--- src/rtl/ternary_dma_if.sv ---
// Shared trit encoding plus the bundle of command and data-memory signals
// between a host and the ternary DMA engine.
// Trit encoding: 2'b00 = 0, 2'b01 = +1, 2'b11 = -1 (2'b10 is read as 0).

package ternary_dma_pkg;
    typedef logic [1:0] trit_t;
    localparam trit_t T_ZERO = 2'b00;
    localparam trit_t T_POS  = 2'b01;
    localparam trit_t T_NEG  = 2'b11;
endpackage

interface ternary_dma_if #(
    parameter int TRIT_WIDTH = 27,
    parameter int ADDR_WIDTH = 9
);
    // Command side
    logic                                      start;
    ternary_dma_pkg::trit_t [ADDR_WIDTH-1:0]   src_addr;
    ternary_dma_pkg::trit_t [ADDR_WIDTH-1:0]   dst_addr;
    logic [9:0]                                len;
    logic                                      fill;
    ternary_dma_pkg::trit_t [TRIT_WIDTH-1:0]   fill_word;
    logic                                      busy;
    logic                                      done;
    logic                                      err;

    // Data-memory side
    ternary_dma_pkg::trit_t [ADDR_WIDTH-1:0]   dmem_addr;
    ternary_dma_pkg::trit_t [TRIT_WIDTH-1:0]   dmem_wdata;
    ternary_dma_pkg::trit_t [TRIT_WIDTH-1:0]   dmem_rdata;
    logic                                      dmem_we;
    logic                                      dmem_re;

    // The DMA engine: takes commands, drives the memory port
    modport slave (
        input  start, src_addr, dst_addr, len, fill, fill_word, dmem_rdata,
        output busy, done, err, dmem_addr, dmem_wdata, dmem_we, dmem_re
    );

    // The host plus memory model around the engine
    modport master (
        output start, src_addr, dst_addr, len, fill, fill_word, dmem_rdata,
        input  busy, done, err, dmem_addr, dmem_wdata, dmem_we, dmem_re
    );
endinterface

--- src/rtl/ternary_dma.sv ---
// Balanced-ternary block-copy / block-fill DMA engine.
// Copies len words from src to dst in ascending order (read then write, two
// cycles per word), or fills dst with a pattern at one word per cycle.
// Optional feature macro: TERNARY_DMA_FILL_EN enables fill mode; without it
// the fill inputs are ignored and every transfer is a copy.
// Any address that decodes negative or beyond DMEM_DEPTH-1 aborts the
// transfer with the sticky err flag set.

module ternary_dma
    import ternary_dma_pkg::*;
#(
    parameter int TRIT_WIDTH = 27,
    parameter int ADDR_WIDTH = 9,
    parameter int DMEM_DEPTH = 729
) (
    input logic          clk,
    input logic          rst,
    ternary_dma_if.slave bus
);

    typedef trit_t [ADDR_WIDTH-1:0] addr_t;
    typedef trit_t [TRIT_WIDTH-1:0] word_t;

    typedef enum logic [1:0] {
        IDLE,
        RD,
        WR,
        DONE
    } state_t;

    // Signed integer value of a balanced-ternary address, MSB-first Horner form
    function automatic logic signed [31:0] addr_value(input addr_t a);
        logic signed [31:0] v;
        v = '0;
        for (int i = ADDR_WIDTH - 1; i >= 0; i--) begin
            v = v * 3;
            case (a[i])
                T_POS:   v = v + 1;
                T_NEG:   v = v - 1;
                default: v = v;
            endcase
        end
        return v;
    endfunction

    function automatic logic addr_in_range(input addr_t a);
        logic signed [31:0] v;
        v = addr_value(a);
        return (v >= 0) && (v < DMEM_DEPTH);
    endfunction

    // +1 with ripple carry from trit 0; wraps modulo 3^ADDR_WIDTH
    function automatic addr_t addr_inc(input addr_t a);
        addr_t r;
        logic  carry;
        r     = a;
        carry = 1'b1;
        for (int i = 0; i < ADDR_WIDTH; i++) begin
            if (carry) begin
                case (a[i])
                    T_NEG: begin
                        r[i]  = T_ZERO;
                        carry = 1'b0;
                    end
                    T_POS: begin
                        r[i]  = T_NEG;
                        carry = 1'b1;
                    end
                    default: begin
                        r[i]  = T_POS;
                        carry = 1'b0;
                    end
                endcase
            end
        end
        return r;
    endfunction

    state_t     state, state_n;
    addr_t      src_ptr, src_n;
    addr_t      dst_ptr, dst_n;
    logic [9:0] count, count_n;
    word_t      buffer, buffer_n;
    logic       err_q, err_n;

    logic       re_c, we_c;
    addr_t      addr_c;
    word_t      wdata_c;

    logic       src_ok, dst_ok;
    logic       fill_req;
    logic       fill_mode;
    word_t      fill_data;

    assign src_ok = addr_in_range(src_ptr);
    assign dst_ok = addr_in_range(dst_ptr);

`ifdef TERNARY_DMA_FILL_EN
    logic  fill_q;
    word_t fill_word_q;

    // Capture fill mode and pattern together with the rest of the command
    always_ff @(posedge clk) begin
        if (rst) begin
            fill_q      <= 1'b0;
            fill_word_q <= '0;
        end else if (state == IDLE && bus.start) begin
            fill_q      <= bus.fill;
            fill_word_q <= bus.fill_word;
        end
    end

    assign fill_req  = bus.fill;
    assign fill_mode = fill_q;
    assign fill_data = fill_word_q;
`else
    logic unused_fill;

    assign unused_fill = ^{bus.fill, bus.fill_word};
    assign fill_req    = 1'b0;
    assign fill_mode   = 1'b0;
    assign fill_data   = '0;
`endif

    // Next-state and memory-port decode; memory port is quiet unless RD/WR
    always_comb begin
        state_n  = state;
        src_n    = src_ptr;
        dst_n    = dst_ptr;
        count_n  = count;
        buffer_n = buffer;
        err_n    = err_q;
        re_c     = 1'b0;
        we_c     = 1'b0;
        addr_c   = '0;
        wdata_c  = '0;

        case (state)
            IDLE: begin
                if (bus.start) begin
                    src_n   = bus.src_addr;
                    dst_n   = bus.dst_addr;
                    count_n = bus.len;
                    err_n   = 1'b0;
                    if (bus.len == 10'd0) begin
                        state_n = DONE;
                    end else if (fill_req) begin
                        state_n = WR;
                    end else begin
                        state_n = RD;
                    end
                end
            end

            RD: begin
                addr_c = src_ptr;
                if (!src_ok) begin
                    err_n   = 1'b1;
                    state_n = DONE;
                end else begin
                    re_c     = 1'b1;
                    buffer_n = bus.dmem_rdata;
                    state_n  = WR;
                end
            end

            WR: begin
                addr_c  = dst_ptr;
                wdata_c = fill_mode ? fill_data : buffer;
                if (!dst_ok) begin
                    err_n   = 1'b1;
                    state_n = DONE;
                end else begin
                    we_c    = 1'b1;
                    src_n   = addr_inc(src_ptr);
                    dst_n   = addr_inc(dst_ptr);
                    count_n = count - 10'd1;
                    if (count == 10'd1) begin
                        state_n = DONE;
                    end else if (fill_mode) begin
                        state_n = WR;
                    end else begin
                        state_n = RD;
                    end
                end
            end

            DONE: begin
                state_n = IDLE;
            end

            default: begin
                state_n = IDLE;
            end
        endcase
    end

    // State and datapath registers with synchronous reset
    always_ff @(posedge clk) begin
        if (rst) begin
            state   <= IDLE;
            src_ptr <= '0;
            dst_ptr <= '0;
            count   <= '0;
            buffer  <= '0;
            err_q   <= 1'b0;
        end else begin
            state   <= state_n;
            src_ptr <= src_n;
            dst_ptr <= dst_n;
            count   <= count_n;
            buffer  <= buffer_n;
            err_q   <= err_n;
        end
    end

    // Strobes are masked by rst so an access never issues in a reset cycle
    assign bus.busy       = (state != IDLE);
    assign bus.done       = (state == DONE);
    assign bus.err        = err_q;
    assign bus.dmem_re    = re_c & ~rst;
    assign bus.dmem_we    = we_c & ~rst;
    assign bus.dmem_addr  = addr_c;
    assign bus.dmem_wdata = wdata_c;

endmodule

--- src/flat_wrapper.sv ---
// flat-port wrapper written by rule: the top's interface ports become plain ports
module ternary_dma_flat import ternary_dma_pkg::*;
#(
    parameter int TRIT_WIDTH = 27,
    parameter int ADDR_WIDTH = 9,
    parameter int DMEM_DEPTH = 729
)
  (clk, rst, bus_start, bus_src_addr, bus_dst_addr, bus_len, bus_fill, bus_fill_word, bus_dmem_rdata, bus_busy, bus_done, bus_err, bus_dmem_addr, bus_dmem_wdata, bus_dmem_we, bus_dmem_re);
  ternary_dma_if #(.TRIT_WIDTH(TRIT_WIDTH), .ADDR_WIDTH(ADDR_WIDTH)) bus_i ();
  input logic clk;
  input logic rst;
  input wire logic [$bits(bus_i.start)-1:0] bus_start;
  input wire logic [$bits(bus_i.src_addr)-1:0] bus_src_addr;
  input wire logic [$bits(bus_i.dst_addr)-1:0] bus_dst_addr;
  input wire logic [$bits(bus_i.len)-1:0] bus_len;
  input wire logic [$bits(bus_i.fill)-1:0] bus_fill;
  input wire logic [$bits(bus_i.fill_word)-1:0] bus_fill_word;
  input wire logic [$bits(bus_i.dmem_rdata)-1:0] bus_dmem_rdata;
  output wire logic [$bits(bus_i.busy)-1:0] bus_busy;
  output wire logic [$bits(bus_i.done)-1:0] bus_done;
  output wire logic [$bits(bus_i.err)-1:0] bus_err;
  output wire logic [$bits(bus_i.dmem_addr)-1:0] bus_dmem_addr;
  output wire logic [$bits(bus_i.dmem_wdata)-1:0] bus_dmem_wdata;
  output wire logic [$bits(bus_i.dmem_we)-1:0] bus_dmem_we;
  output wire logic [$bits(bus_i.dmem_re)-1:0] bus_dmem_re;
  assign bus_i.start = bus_start;
  assign bus_i.src_addr = bus_src_addr;
  assign bus_i.dst_addr = bus_dst_addr;
  assign bus_i.len = bus_len;
  assign bus_i.fill = bus_fill;
  assign bus_i.fill_word = bus_fill_word;
  assign bus_i.dmem_rdata = bus_dmem_rdata;
  assign bus_busy = bus_i.busy;
  assign bus_done = bus_i.done;
  assign bus_err = bus_i.err;
  assign bus_dmem_addr = bus_i.dmem_addr;
  assign bus_dmem_wdata = bus_i.dmem_wdata;
  assign bus_dmem_we = bus_i.dmem_we;
  assign bus_dmem_re = bus_i.dmem_re;
  ternary_dma #(.TRIT_WIDTH(TRIT_WIDTH), .ADDR_WIDTH(ADDR_WIDTH), .DMEM_DEPTH(DMEM_DEPTH)) u_core (.clk(clk), .rst(rst), .bus(bus_i));
endmodule
--- config.mk ---
export PLATFORM = sky130hd
export DESIGN_NAME = ternary_dma_flat
export DESIGN_NICKNAME = d
export VERILOG_FILES = /design/src/rtl/ternary_dma_if.sv /design/src/rtl/ternary_dma.sv /design/src/flat_wrapper.sv
export SDC_FILE = /design/constraint.sdc
export NUM_CORES = 1
export LEC_CHECK = 0
export ABC_AREA = 1
export CELL_PAD_IN_SITES_DETAIL_PLACEMENT = 1
export CELL_PAD_IN_SITES_GLOBAL_PLACEMENT = 2
export CORE_UTILIZATION = 35
export CTS_BUF_LIST = sky130_fd_sc_hd__clkbuf_8
export DETAILED_ROUTE_END_ITERATION = 8
export PLACE_DENSITY = 0.92
export SYNTH_ARGS = -nofsm -noshare
export SYNTH_HDL_FRONTEND = slang
export SYNTH_SLANG_ARGS = --single-unit
--- constraint.sdc ---
create_clock -name clk -period 34.4 [get_ports clk]
set_clock_uncertainty 0.15 [all_clocks]
set_input_delay 6.88 -clock clk [delete_from_list [all_inputs] [get_ports clk]]
set_output_delay 6.88 -clock clk [all_outputs]
set_load 0.005 [all_outputs]
==> qor.csv, run 1 <==
stage;metric;value;unit
clock_network;cts hold-fix bufs;0;
grt;total congestion overflow;0;
critical_path;most frequent cell on the critical path;ha_1;
clock_network;TritonCTS clock tree;yes;
critical_path;Crit Path Class;register to primary output;
detailed_routing;total routed wirelength;167100;microns
synth;most frequent cells after synthesis;nand2_1 (1798), ha_1 (1116), inv_1 (1102);
detailed_routing;DRC violations left;0;
synth;synth top area cells;ha_1 (27%), nand2_1 (13%), a21oi_1 (9.3%);
status;status;finished, final reports clean;
clock_network;Resize count post-CTS;0;
timing;fin crit period;31800;ps
clock_network;Max Root-Sink Buffers;2;
grt;largest net degree at the start of global routing;109;
timing;worst hold slack;299.4;ps
floorplan;Die Height;386.5;microns
finish;fillers;19750;
timing;Setup TNS Final;0;ps
synth;sequential area share after synthesis;3.986;%
critical_path;arrival time at the worst endpoint;24770;ps
detailed_routing;DRT iter0 DRCs;2017;
synth;Most used DFF post-synth;dfxtp_1;
grt;first-pass GRT wire length;277800;microns
floorplan;Ports;235;
synth;Synth top area share;26.99;%
detailed_routing;Vias/cell;5.366;
critical_path;Worst EP required;27370;ps
clock_network;H-tree depth;3;
clock_network;worst skew pair latency;510;ps
finish;fraction of layout cells with a size suffix above 1;4.140;%
clock_network;Setup Fix Bufs, Post-CTS;0;
place;Post-DP HPWL;142900;microns
detailed_routing;Detail Route Antenna Nets;0;
min_path;worst hold-check path type;register to register;
synth;Synth Cell Area;0.05174;sq mm
timing;final slew viol count;0;
critical_path;critical path's slowest cell;dfxtp_1;
timing;# setup viols final;0;
timing;max_slew headroom;23.87;%
timing;Tcrit/Tclk final;92.45;%
synth;Ys Warns;0;
timing;Worst Tran Pin Value;1141;ps
critical_path;Worst setup EP type;primary output;
timing;Highest Clock Rate;31.44;MHz
floorplan;die area;0.1494;sq mm
detailed_routing;DR vias;55930;
detailed_routing;wire per inst;16.03;microns
critical_path;startpoint type of the worst setup path;register;
floorplan;num rows;140;
synth;top-count cell post-synth;nand2_1;
synth;Distinct cells, synth;71;
run;Max-Cap Viols;0;
clock_network;clk slew on worst S/H paths;120;ps
floorplan;Initial Util;35.41;%
critical_path;CP Max Fanout;21;
floorplan;Die Wd;386.5;microns
synth;Synth Instances;8430;
synth;register bit total from synthesis;103;
synth;post-synthesis async set-or-reset flop share;0;%
finish;area grow syn2layout;7.584;%
timing;Final Hold Viols;0;
synth;Synth Net Count;9734;
synth;number of synthesized flops with an enable pin;0;
critical_path;Slowest Stage Delay on Critical Path;840;ps
grt;gr usage total;21.82;%
finish;fin area;0.05566;sq mm
clock_network;number of buffers created by CTS;9;
timing;unrepaired setup endpoints after global routing;no;
grt;vias in the first global route;57530;
detailed_routing;First-pass DRT Iterations;5;
place;gpl congestion;0.8924;
finish;nets;9801;
synth;largest area contributor in the netlist;ha_1;
floorplan;core area;0.1461;sq mm
clock_network;CTS Sinks;103;
clock_network;root cell of the clock tree;clkbuf_8;
grt;initial antenna violation count;11;
place;I/O Buffers;179;
place;DP Area;0.05544;sq mm
synth;syn avg cell area;6.137;sq um
[worst max-delay path, delay by kind of cell (launching register included)]
| kind | cells | cell delay (ps) |
|---|---|---|
| buffers and inverters | 12 | 2240 |
| and+or+nand+nor | 33 | 5490 |
| AOI/OAI and AO/OA | 29 | 6570 |
| DFF | 1 | 840 |
| xor gates and xnor gates | 9 | 1940 |
| adders and majority gates | 20 | 7170 |
[final timing paths]
path | to | slack [ps] | cells after the start | start
max | bus_dmem_we | 2600 | 103 | u_core.dst_ptr[12]$_SDFFE_PP0P_
max reg2reg | u_core.buffer[26]$_SDFFE_PP0P_ | 9780 | 110 | u_core.src_ptr[12]$_SDFFE_PP0P_
min | u_core.buffer[46]$_SDFFE_PP0P_ | 300 | 2 | u_core.buffer[46]$_SDFFE_PP0P_
min reg2reg | u_core.buffer[46]$_SDFFE_PP0P_ | 300 | 2 | u_core.buffer[46]$_SDFFE_PP0P_
[per-layer routing]
metal  track usage [%]  part of all wire, %
met2             40.96                   50
met3             1.067                  2.0
met5                 0               0.0042
met1             26.75                   46
met4             5.636                  2.2
[registers in the layout, summed over array words and instances, names as in the netlist]
register	cells
u_core.buffer	54
u_core.count	10
u_core.src_ptr	18
u_core.state	2
u_core.bus.err	1
u_core.dst_ptr	18
[per-stage QoR]
step | std cells | util, % | setup WS (ps)
after global routing | 10420 | 38.10 | 591.2
final | 10420 | 38.10 | 2597
after floorplan | 8430 | - | 7926
after CTS | 10420 | 38.09 | 2564
after detailed placement | 10400 | 37.95 | 3270
after global placement | 10400 | 37.95 | 3591
[area by class of cell]
type	count	area, sq um	area share [%]
clock inverters	6	68.82	0.1236
inverters	1121	4217	7.576
clock buffers	10	137.6	0.2473
well taps	1917	2399	4.309
diodes	4	10.01	0.01798
multi-input cells	7053	44750	80.40
repair buffers	209	2012	3.615
flip-flops and latches	103	2068	3.716
[logic make-up (layout without fill, tap and decap cells)]
family	Yosys count	count (layout)	synth area share, %
mux	3	3	0.05804
flops	103	103	3.986
simple gates	3319	3319	27.67
fa+ha+maj	1146	1146	28.15
other cells	0	4	0
buf+inv	1274	1346	9.582
compound gates	2133	2133	22.83
xor+xnor	452	452	7.724
[cells in the final DEF, fill, tap and decap left out, drive strengths merged, types with 30 or more instances in the layout]
master | netlist | final
o21a | 53 | 53
nand3 | 389 | 389
dfxtp | 103 | 103
nand4 | 100 | 100
xor2 | 285 | 285
or2 | 194 | 194
nor2 | 629 | 629
o21ai | 700 | 700
o21bai | 48 | 48
xnor2 | 167 | 167
a21oi | 958 | 958
inv | 1117 | 1119
a31oi | 163 | 163
a21o | 37 | 37
buf | 53 | 31
nor3 | 99 | 99
clkdlybuf4s50 | 0 | 178
nand2 | 1840 | 1840
ha | 1116 | 1116
fa | 30 | 30
Power of run 1 is left out: the tool's default activity adds up to more than one toggle a clock period on the data nets, which glitch-free logic cannot reach.
==> inputs of run 2 (changes only) <==
--- a/config.mk
+++ b/config.mk
@@ -8,10 +8,12 @@
 export ABC_AREA = 1
 export CELL_PAD_IN_SITES_DETAIL_PLACEMENT = 1
 export CELL_PAD_IN_SITES_GLOBAL_PLACEMENT = 2
+export CORE_MARGIN = 2
 export CORE_UTILIZATION = 35
 export CTS_BUF_LIST = sky130_fd_sc_hd__clkbuf_8
 export DETAILED_ROUTE_END_ITERATION = 8
-export PLACE_DENSITY = 0.92
+export PLACE_DENSITY_LB_ADDON = 0.1
+export SLEW_MARGIN = 20
 export SYNTH_ARGS = -nofsm -noshare
 export SYNTH_HDL_FRONTEND = slang
 export SYNTH_SLANG_ARGS = --single-unit
==> qor.csv, run 2 (synthesis results as in run 1) <==
stage;metric;value;unit;change
grt;vias in the first global route;56020;;-2.6%
detailed_routing;total routed wirelength;165000;microns;-1.3%
floorplan;Die Wd;388.5;microns;+0.52%
detailed_routing;Vias/cell;5.256;;-2.0%
detailed_routing;Detail Route Antenna Nets;0;;unchanged
place;DP Worst Slack;3303;ps;+33.27 ps
timing;Setup TNS Final;0;ps;unchanged
status;status;finished, final reports clean;;
finish;area grow syn2layout;7.553;%;about the same
clock_network;number of buffers created by CTS;9;;unchanged
finish;commonest cells after routing, fill and taps aside;nand2_1 (1798), ha_1 (1115), inv_1 (1094), a21oi_1 (957), nor2_1 (626);;
clock_network;Max Root-Sink Buffers;2;;unchanged
clock_network;H-tree depth;3;;unchanged
timing;Highest Clock Rate;31.70;MHz;+0.83%
min_path;Hold Path Stages;2;;unchanged
critical_path;Worst setup EP type;primary output;;
place;gpl congestion;0.8627;;-3.3%
grt;first-pass GRT wire length;277100;microns;-0.24%
critical_path;Slowest Stage Delay on Critical Path;730;ps;-110 ps
critical_path;critical path's slowest cell;o21ai_0;;
critical_path;reg2reg setup slack;9570;ps;-210 ps
place;placed insts;10410;;+0.067%
detailed_routing;DRT iter0 DRCs;2052;;+1.7%
clock_network;cts hold-fix bufs;0;;unchanged
timing;Tcrit/Tclk final;91.69;%;-0.76 points
detailed_routing;DR vias;54820;;-2.0%
min_path;Worst Hold End;u_core.buffer[17]$_SDFFE_PP0P_;;
finish;fillers;19660;;-0.48%
critical_path;arrival time at the worst endpoint;24510;ps;-260 ps
finish;Top reg by flops;u_core.buffer;;
timing;final slew viol count;0;;unchanged
timing;fin crit period;31540;ps;-261.2 ps
clock_network;Setup Fix Bufs, Post-CTS;0;;unchanged
clock_network;root cell of the clock tree;clkbuf_8;;
detailed_routing;First-pass DRT Iterations;5;;unchanged
floorplan;Initial Util;35.12;%;-0.29 points
finish;most common cell after layout, fill and taps aside;nand2_1;;
finish;final non-filler cell total;10430;;+0.058%
finish;number of flip-flops in the largest register;54;;unchanged
place;Post-DP HPWL;143000;microns;about the same
clock_network;Resize count post-CTS;0;;unchanged
critical_path;most frequent cell on the critical path;ha_1;;
min_path;HP Start;u_core.buffer[17]$_SDFFE_PP0P_;;
timing;unrepaired setup endpoints after global routing;no;;
critical_path;Worst R2R Start;u_core.dst_ptr[15]$_SDFFE_PP0P_;;
grt;initial antenna violation count;11;;unchanged
clock_network;CTS Sinks;103;;unchanged
timing;Worst Tran Pin Value;1093;ps;-47.47 ps
grt;gr usage total;21.52;%;-0.29 points
timing;Final Hold Viols;0;;unchanged
clock_network;TritonCTS clock tree;yes;;
floorplan;core area;0.1473;sq mm;+0.84%
finish;nets;9796;;-0.051%
floorplan;Ports;235;;unchanged
clock_network;worst skew pair latency;470;ps;-40 ps
floorplan;Die Height;388.5;microns;+0.52%
run;Max-Cap Viols;0;;unchanged
grt;total congestion overflow;0;;unchanged
finish;fraction of layout cells with a size suffix above 1;4.084;%;-0.056 points
timing;# setup viols final;0;;unchanged
critical_path;worst reg-to-reg path cell count;120;;+9.1%
timing;Final WS setup;2858;ps;+261.2 ps
timing;max_slew headroom;27.04;%;+3.2 points
clock_network;clk slew on worst S/H paths;150;ps;+30 ps
floorplan;num rows;141;;+0.71%
floorplan;die area;0.1509;sq mm;+1.0%
critical_path;CP Max Fanout;8;;-62%
critical_path;Critical R2R Capture;u_core.src_ptr[0]$_SDFFE_PP0P_;;
critical_path;Crit Path Class;register to primary output;;
min_path;worst hold-check path type;register to register;;
critical_path;startpoint type of the worst setup path;register;;
critical_path;Worst EP required;27370;ps;about the same
detailed_routing;DRC violations left;0;;unchanged
grt;largest net degree at the start of global routing;109;;unchanged
detailed_routing;wire per inst;15.82;microns;-1.3%
finish;top flop regs;u_core.buffer (54), u_core.dst_ptr (18), u_core.src_ptr (18);;
place;I/O Buffers;179;;unchanged
-- run 2: routing by layer --
metal,GRT usage [%],up-vias,wire length (microns)
met1,29.07,25580,81880
met5,0,-,65
met2,38.38,339,77960
met3,1.356,78,3489
met4,2.427,10,1550
li1,-,28810,-
-- run 2: area by class of cell --
| class | count | area, sq um | area share [%] |
|---|---|---|---|
| well taps | 1930 | 2415 | 4.340 |
| clock inverters | 6 | 60.06 | 0.1079 |
| repair buffers | 204 | 1994 | 3.584 |
| flip-flops and latches | 103 | 2067 | 3.715 |
| clock buffers | 10 | 137.6 | 0.2473 |
| diodes | 2 | 5.005 | 0.008994 |
| inverters | 1121 | 4217 | 7.578 |
| multi-input cells | 7053 | 44750 | 80.42 |
-- run 2: worst max-delay path: cells and delay by family, from the launching register on --
family	cells	cell delay [ps]
fa+ha+maj	22	7270
flops	1	450
buf+inv	11	1760
simple gates	34	4530
compound gates	39	7970
xor+xnor	11	2040
-- run 2: worst max path at each step --
stage	startpoint	to	slack [ps]	cells after the start
2_1_floorplan	u_core.dst_ptr[14]$_SDFFE_PP0P_	bus_dmem_we	7930	116
3_3_place_gp	u_core.dst_ptr[15]$_SDFFE_PP0P_	bus_dmem_we	3480	115
3_5_place_dp	u_core.src_ptr[12]$_SDFFE_PP0P_	bus_dmem_re	3300	107
4_1_cts	u_core.src_ptr[12]$_SDFFE_PP0P_	bus_dmem_re	2670	104
5_1_grt	u_core.src_ptr[12]$_SDFFE_PP0P_	bus_dmem_re	320	107
6_report	u_core.dst_ptr[15]$_SDFFE_PP0P_	bus_dmem_we	2860	117
-- run 2: stage by stage --
stage | area [sq um] | hold slack, ps | util, %
3_3_place_gp | 55410 | 282.1 | 37.62
2_1_floorplan | 51740 | 273.9 | -
3_5_place_dp | 55410 | 287.6 | 37.62
4_1_cts | 55610 | 303.5 | 37.75
5_1_grt | 55640 | 323.9 | 37.77
6_report | 55640 | 301.5 | 37.77
Power of run 2 is left out for the same reason.
==> inputs of run 3 (changes only) <==
--- a/config.mk
+++ b/config.mk
@@ -6,6 +6,7 @@
 export NUM_CORES = 1
 export LEC_CHECK = 0
 export ABC_AREA = 1
+export CAP_MARGIN = 5
 export CELL_PAD_IN_SITES_DETAIL_PLACEMENT = 1
 export CELL_PAD_IN_SITES_GLOBAL_PLACEMENT = 2
 export CORE_MARGIN = 2
==> results of run 3 <==
Same layout as run 2: the final DEF is identical, and so are final timing and power.
Power of run 3 is left out for the same reason.
